File: config.mk
export PLATFORM = sky130hd
export DESIGN_NAME = rf_wr_arbiter
export DESIGN_NICKNAME = d
export VERILOG_FILES = /design/src/rtl/rf_wr_arbiter.sv
export SDC_FILE = /design/constraint.sdc
export NUM_CORES = 1
export LEC_CHECK = 0
export BUFFER_PORTS_ARGS = -buffer_cell sky130_fd_sc_hd__buf_2
export CAP_MARGIN = 40
export CORE_UTILIZATION = 51
export DETAILED_ROUTE_END_ITERATION = 10
export PLACE_DENSITY = 0.79
export SYNTH_ARGS = -nofsm -noshare
export SYNTH_HDL_FRONTEND = slang
export SYNTH_SLANG_ARGS = --single-unit
File: constraint.sdc
create_clock -name clk -period 2 [get_ports clk]
set_input_delay 0.3 -clock clk [delete_from_list [all_inputs] [get_ports clk]]
set_output_delay 0.3 -clock clk [all_outputs]
set_load 0.01 [all_outputs]
File: src/rtl/rf_wr_arbiter.sv
// Round-robin arbiter sharing the single rf write port between ALU writeback (A)
// and load return (B), with registered write bus and sticky handshake-error flag.
module rf_wr_arbiter #(
  parameter int DATA_WIDTH = 16
) (
  input  logic                  clk,
  input  logic                  rst,
  input  logic                  a_req,
  input  logic [2:0]            a_regsel,
  input  logic [DATA_WIDTH-1:0] a_data,
  output logic                  a_ack,
  input  logic                  b_req,
  input  logic [2:0]            b_regsel,
  input  logic [DATA_WIDTH-1:0] b_data,
  output logic                  b_ack,
  output logic [2:0]            writeregsel,
  output logic [DATA_WIDTH-1:0] writedata,
  output logic                  write,
  output logic [7:0]            wr_mask,
  output logic                  err
);

  localparam logic GNT_A = 1'b0;
  localparam logic GNT_B = 1'b1;

  logic                  last_grant_q, last_grant_d;
  logic                  write_q, write_d;
  logic [2:0]            regsel_q, regsel_d;
  logic [DATA_WIDTH-1:0] data_q, data_d;
  logic                  err_q, err_d;
  logic                  a_wait_q, a_wait_d;
  logic                  b_wait_q, b_wait_d;
  logic [2:0]            a_sel_q, b_sel_q;
  logic [DATA_WIDTH-1:0] a_dat_q, b_dat_q;
  logic                  a_viol, b_viol;

  // On a tie the requester that did not win last time gets the port.
  always_comb begin
    a_ack = a_req & (~b_req | (last_grant_q == GNT_B));
    b_ack = b_req & (~a_req | (last_grant_q == GNT_A));
  end

  // A waiting requester must hold req, regsel and data until it sees its ack.
  always_comb begin
    a_viol = a_wait_q & (~a_req | (a_regsel != a_sel_q) | (a_data != a_dat_q));
    b_viol = b_wait_q & (~b_req | (b_regsel != b_sel_q) | (b_data != b_dat_q));
  end

  always_comb begin
    last_grant_d = last_grant_q;
    regsel_d     = regsel_q;
    data_d       = data_q;
    write_d      = a_ack | b_ack;
    if (a_ack) begin
      last_grant_d = GNT_A;
      regsel_d     = a_regsel;
      data_d       = a_data;
    end else if (b_ack) begin
      last_grant_d = GNT_B;
      regsel_d     = b_regsel;
      data_d       = b_data;
    end
    a_wait_d = a_req & ~a_ack;
    b_wait_d = b_req & ~b_ack;
    err_d    = err_q | a_viol | b_viol;
  end

  always_ff @(posedge clk or posedge rst) begin
    if (rst) begin
      last_grant_q <= GNT_B;
      write_q      <= 1'b0;
      regsel_q     <= 3'd0;
      data_q       <= '0;
      err_q        <= 1'b0;
      a_wait_q     <= 1'b0;
      b_wait_q     <= 1'b0;
      a_sel_q      <= 3'd0;
      b_sel_q      <= 3'd0;
      a_dat_q      <= '0;
      b_dat_q      <= '0;
    end else begin
      last_grant_q <= last_grant_d;
      write_q      <= write_d;
      regsel_q     <= regsel_d;
      data_q       <= data_d;
      err_q        <= err_d;
      a_wait_q     <= a_wait_d;
      b_wait_q     <= b_wait_d;
      a_sel_q      <= a_regsel;
      b_sel_q      <= b_regsel;
      a_dat_q      <= a_data;
      b_dat_q      <= b_data;
    end
  end

  always_comb begin
    wr_mask = 8'h00;
    if (write_q) wr_mask[regsel_q] = 1'b1;
  end

  assign write       = write_q;
  assign writeregsel = regsel_q;
  assign writedata   = data_q;
  assign err         = err_q;

endmodule
==> flow_summary.yaml, run 1 <==
timing:
  fmax_mhz: 605
  period_needed_ns: 1.65
  hold_viol: 0
  worst_slew_pin_slew_ns: 0.349
  grt_setup_unrepaired: "no"
  final_max_slew_viol_count: 0
  setup_tns_ns: 0
  setup_viol: 0
  skew_ns: 0.00825
  fin_crit_sh_pct: 82.6
  maxSlewHeadroom_pct: 76.5
route:
  num_vias: 1738
  drcViolationCount: 0
  drt_iter0_markers: 88
  via_per_inst: 5.05
  firstDrtPassIters: 4
  routed_wirelength_um: 4790
  wire_per_inst_um: 13.9
  drtAntennaViolNets: 0
setup_path:
  max_stage_delay_ns: 0.59
  worstPathRequired_ns: 1.70
  reg2regPathDepth: 5
  setup.worst_path.end: "b_ack"
  startpoint_type: "flip-flop"
  critPathArrivalTime_ns: 1.35
  crit_chain: "a21oi_2 -> buf_4 -> buf_2"
  cp_num_cells: 3
  cp_max_fo: 10
  reg2reg_to: "err"
  rrSetupSlack_ns: 0.52
  r2r-start: "b_dat_q[1]"
  cp_num_buf_inv: 2
  endpoint_kind: "output pin"
  crit_type: "flip-flop to output pin"
  crit_family: "flip-flops"
  crit_slowest_cell: "dfstp_2"
  crit_start: "last_grant_q"
cells_and_area:
  fin_cells: 344
  area.sequential_um2: 1550
  nets: 327
  final_common_cell: "buf_2"
  final_cell_mix: "72 x buf_2, 61 x dfrtp_1, 28 x nor2_1, 21 x xnor2_1, 20 x a21oi_1"
  multi_input_area_um2: 892
  area_growth_pct: 27.5
  antenna_cells: 0
  fillers: 369
  drive_above_1_share_pct: 32.8
place:
  numPortBuffers: 72
  post-dp-hpwl_um: 3500
  gp_congestion: 0.740
  dp_cells: 328
clocking:
  path_clk_slew_ns: 0.07
  htree_levels: 3
  post_cts_buffers: 0
  cts_max_path_buffers: 2
  cts_tree: "built"
  clockRootBuffer: "clkbuf_8"
  cts_buffers: 9
  cts_sinks: 62
  cts_resized: 0
  hold_buffers: 0
  clock_latency_ns: 0.33
global_routing:
  use_met2_pct: 32.4
  grt_pass1_vias: 1626
  top_usage_layer: "met2"
  globalRouteTotalUtil_pct: 20.6
  grt_pass1_wl_um: 7760
  gr-total-overflow: 0
  grt_use_met3_pct: 4.50
  use_met1_pct: 27.0
  antenna_found_initial: 0
  grt_max_degree: 63
die:
  die_width_um: 71.8
  fp.coreArea_um2: 4690
  io_pins: 73
  dieArea_um2: 5150
  start_util_pct: 52.9
  fp.dieH_um: 71.8
  num_rows: 25
power:
  ir_drop_uv: 744
  leakage_nw: 1.48
  powerDensity_nw_per_um2: 999
synth:
  postSynthAreaPerCell_um2: 12.2
  seq_area_frac_synth_pct: 62.6
  synth_cell_type_count: 22
  synth_top_area_share_pct: 61.5
  synth_warnings: 0
  syn_nets: 245
  synthesis.area_um2: 2480
  synth_area_leaders: "dfrtp_1 62%, mux2i_1 7.7%, xnor2_1 7.4%"
  synth_area_leader_cell: "dfrtp_1"
  synth_cells: 203
  ys_seq_elements: 62
hold_path:
  min_path_type: "input pin to asynchronous set/reset pin"
run_status:
  status: "completed"
job:
  cap_violations: 0
metrics by stage:
stage	utilization (%)	power, W	setup slack (ns)	instance area [µm²]	hold slack [ns]
final	67.4	0.00316	0.348	3160	0.0289
after global routing	67.4	0.00329	0.291	3160	0.0534
after CTS	67.4	0.00319	0.336	3160	0.0286
after detailed placement	62.5	0.00191	0.421	2930	0.389
after global placement	62.5	0.00190	0.465	2930	0.385
after floorplan	-	0.00171	0.160	2480	0.331
synth_stat cells (all sizes together):
library cell,count
nand2,3
a21oi,21
dfrtp,61
xor2,17
nand3,1
dfstp,1
mux2i,19
buf,4
nor2,28
or2,1
nor3b,1
inv,3
o21ai,2
clkbuf,2
and3,1
nand4,6
nor3,2
xnor2,21
nand2b,3
o31ai,1
nor4,5
sequential cells by signal, summed over array words and instances (netlist names), 3 cells and up:
register and count:
b_dat_q 16, writeregsel 3, a_sel_q 3, writedata 16, a_dat_q 16, b_sel_q 3
cell type report:
type,instances,share of cell area (%)
clock buffer,12,4.27
tap,54,2.14
timing repair buffer,77,13.0
sequential,62,49.1
multi-input combinational,132,28.2
inverter,3,0.356
clock inverter,4,3.01
metal layers:
layer,part of all wire (%),up-vias
li1,-,847
met1,45,835
met2,50,50
met3,4.6,6
met4,1.1,0
met5,0,-
worst min-delay path by stage:
stage	end	slack (ns)	depth (start not counted)
finish	b_dat_q[1]	0.03	3
global route	writeregsel[2]	0.05	3
CTS	writeregsel[0]	0.03	3
detailed placement	b_dat_q[6]	0.39	3
global placement	b_dat_q[1]	0.39	3
floorplan	a_dat_q[0]	0.33	0
report_power, final:
group | switching (W) | internal, W
sequential | 0.0000618 | 0.00136
clock | 0.000445 | 0.000828
combinational | 0.000255 | 0.000210
total | 0.000761 | 0.00240
worst register-to-register path, cell delays in order (launching register included):
cell	delay, ns
dfrtp_1	0.37
xor2_1	0.14
nor4_1	0.37
nand3_1	0.14
o31ai_1	0.25
o21ai_1	0.09
kinds of logic (layout without fill, tap and decap cells):
| kind of cell | Yosys count | count (layout) | share of synthesized area, % |
|---|---|---|---|
| mux | 19 | 19 | 7.67 |
| flops | 62 | 62 | 62.6 |
| compound gates | 24 | 24 | 4.94 |
| xor+xnor | 38 | 38 | 13.4 |
| simple gates | 51 | 51 | 9.63 |
| buf+inv | 9 | 96 | 1.76 |
(Power assumes the default switching activity.)
==> run 2: changes to the inputs <==
--- a/config.mk
+++ b/config.mk
@@ -7,9 +7,9 @@
 export LEC_CHECK = 0
 export BUFFER_PORTS_ARGS = -buffer_cell sky130_fd_sc_hd__buf_2
 export CAP_MARGIN = 40
-export CORE_UTILIZATION = 51
+export CORE_UTILIZATION = 46
 export DETAILED_ROUTE_END_ITERATION = 10
-export PLACE_DENSITY = 0.79
+export PLACE_DENSITY = 0.75
 export SYNTH_ARGS = -nofsm -noshare
 export SYNTH_HDL_FRONTEND = slang
 export SYNTH_SLANG_ARGS = --single-unit
==> constraint.sdc (replaced) <==
create_clock -name clk -period 1.4 [get_ports clk]
set_input_delay 0.21 -clock clk [delete_from_list [all_inputs] [get_ports clk]]
set_output_delay 0.21 -clock clk [all_outputs]
set_load 0.01 [all_outputs]
==> run 2 against run 1 <==
Compared with the run above: the run now ends with negative setup slack left; clock-buffer cell count is the same; setup slack got worse by 0.37 ns; register-to-register slack lost 0.48 ns; critical path depth unchanged; core utilization up 1.2 points; non-clock buffer count up 25; hold slack worse by 0.019 ns; die area grew 11%; combinational power grew 71%; final cell count increased by 12%; clock power up 33%; critical endpoint is now wr_mask[1]; highest routed layer unchanged.
==> flow_summary.yaml, run 2 (synthesis results as in run 1) <==
clocking:
  htree_levels: 3
  cts_buffers: 9
  clockRootBuffer: "clkbuf_8"
  cts_tree: "built"
  path_clk_slew_ns: 0.07
  cts_max_path_buffers: 2
  cts_sinks: 62
  clock_latency_ns: 0.34
die:
  dieArea_um2: 5690
  io_pins: 73
  fp.coreArea_um2: 5140
  num_rows: 26
  fp.dieH_um: 75.4
  die_width_um: 75.4
  start_util_pct: 48.3
place:
  gp_congestion: 0.703
  dp_cells: 348
  numPortBuffers: 72
  place_area_um2: 3030
  post-dp-hpwl_um: 3730
cells_and_area:
  final_common_cell: "buf_2"
  area_growth_pct: 42.2
  fillers: 399
  antenna_cells: 0
  final_area_um2: 3530
  finish.utilization_pct: 68.6
  drive_above_1_share_pct: 38.1
  fin_cells: 385
  nets: 352
  final_cell_mix: "71 x buf_2, 59 x dfrtp_1, 26 x nor2_1, 21 x xnor2_1, 20 x a21oi_1"
run_status:
  violations: "negative setup slack"
  status: "complete, but fails checks"
timing:
  timing.hold.ws_ns: 0.00976
  maxSlewHeadroom_pct: 71.8
  fmax_mhz: 705
  final_max_slew_viol_count: 0
  hold_viol: 0
  setup_viol: 4
  skew_ns: 0.00837
  grt_setup_unrepaired: "yes"
  setup_tns_ns: -0.0486
  worst_slew_pin_slew_ns: 0.422
  setup_slack_ns: -0.0176
  fin_crit_sh_pct: 101
  period_needed_ns: 1.42
hold_path:
  min_path_type: "input pin to flip-flop"
global_routing:
  gr-total-overflow: 0
  antenna_found_initial: 0
  grt_pass1_wl_um: 8200
  globalRouteTotalUtil_pct: 20.5
  grt_max_degree: 29
  grt_pass1_vias: 1731
setup_path:
  crit_type: "flip-flop to output pin"
  worstPathRequired_ns: 1.19
  critPathArrivalTime_ns: 1.21
  startpoint_type: "flip-flop"
  endpoint_kind: "output pin"
  cp_max_fo: 7
route:
  drt_iter0_markers: 81
  firstDrtPassIters: 4
  wire_per_inst_um: 13.8
  drcViolationCount: 0
  drtAntennaViolNets: 0
  via_per_inst: 4.78
  routed_wirelength_um: 5300
  num_vias: 1840
job:
  cap_violations: 0
power:
  ir_drop_uv: 871
  leakage_nw: 1.62
  powerDensity_nw_per_um2: 1280
==> run 2: path summary, 6_finish.rpt <==
kind / start / end / cells past startpoint / slack, ns
max: writeregsel[2] / wr_mask[1] / 3 / -0.02
min: b_data[10] / b_dat_q[10] / 1 / 0.01
max reg2reg: b_dat_q[3] / err / 5 / 0.04
min reg2reg: b_wait_q / err / 2 / 0.49
max in group asynchronous: rst / writeregsel[0] / 4 / 0.52
min in group asynchronous: rst / writedata[10] / 3 / 0.41
==> run 2: area by class of cell <==
class,instances,area [µm²],area share (%)
multi-input combinational,132,980,27.8
timing repair buffer,102,672,19.0
clock buffer,12,165,4.68
sequential,62,1560,44.1
tap,70,87.6,2.48
inverter,3,15.0,0.426
clock inverter,4,53.8,1.52
==> run 2: report_power, final <==
part,total (W),internal (W),switching (W)
registers,0.00205,0.00194,0.000103
clock network,0.00169,0.000970,0.000717
logic,0.000796,0.000394,0.000402
total,0.00453,0.00331,0.00122
==> run 2: worst max-delay path, cell delays in order (launching register included) <==
cell	delay (ns)
dfrtp_2	0.48
nand2b_4	0.18
nor2_2	0.08
buf_2	0.13
==> run 2: layer usage <==
metal	track usage, %	wire, µm	vias to the layer above
li1	-	-	896
met1	26.7	2350	879
met2	31.5	2580	56
met3	7.80	263	9
met4	7.41	104	0
met5	0	0	-
==> run 2: through the flow <==
| step | total power (W) | setup slack, ns |
|---|---|---|
| finish | 0.00453 | -0.0176 |
| global route | 0.00473 | -0.0894 |
| CTS | 0.00452 | -0.0674 |
| detailed placement | 0.00277 | -0.116 |
| global placement | 0.00275 | -0.0738 |
| floorplan | 0.00244 | 0.0915 |
==> run 2: repair_timing <==
item,CTS,global route
pin swaps,5,6
setup endpoints to repair,9,18
gates resized for setup,8,10
setup buffers,4,1
hold buffers,11,6
endpoints found under the hold margin,24,6
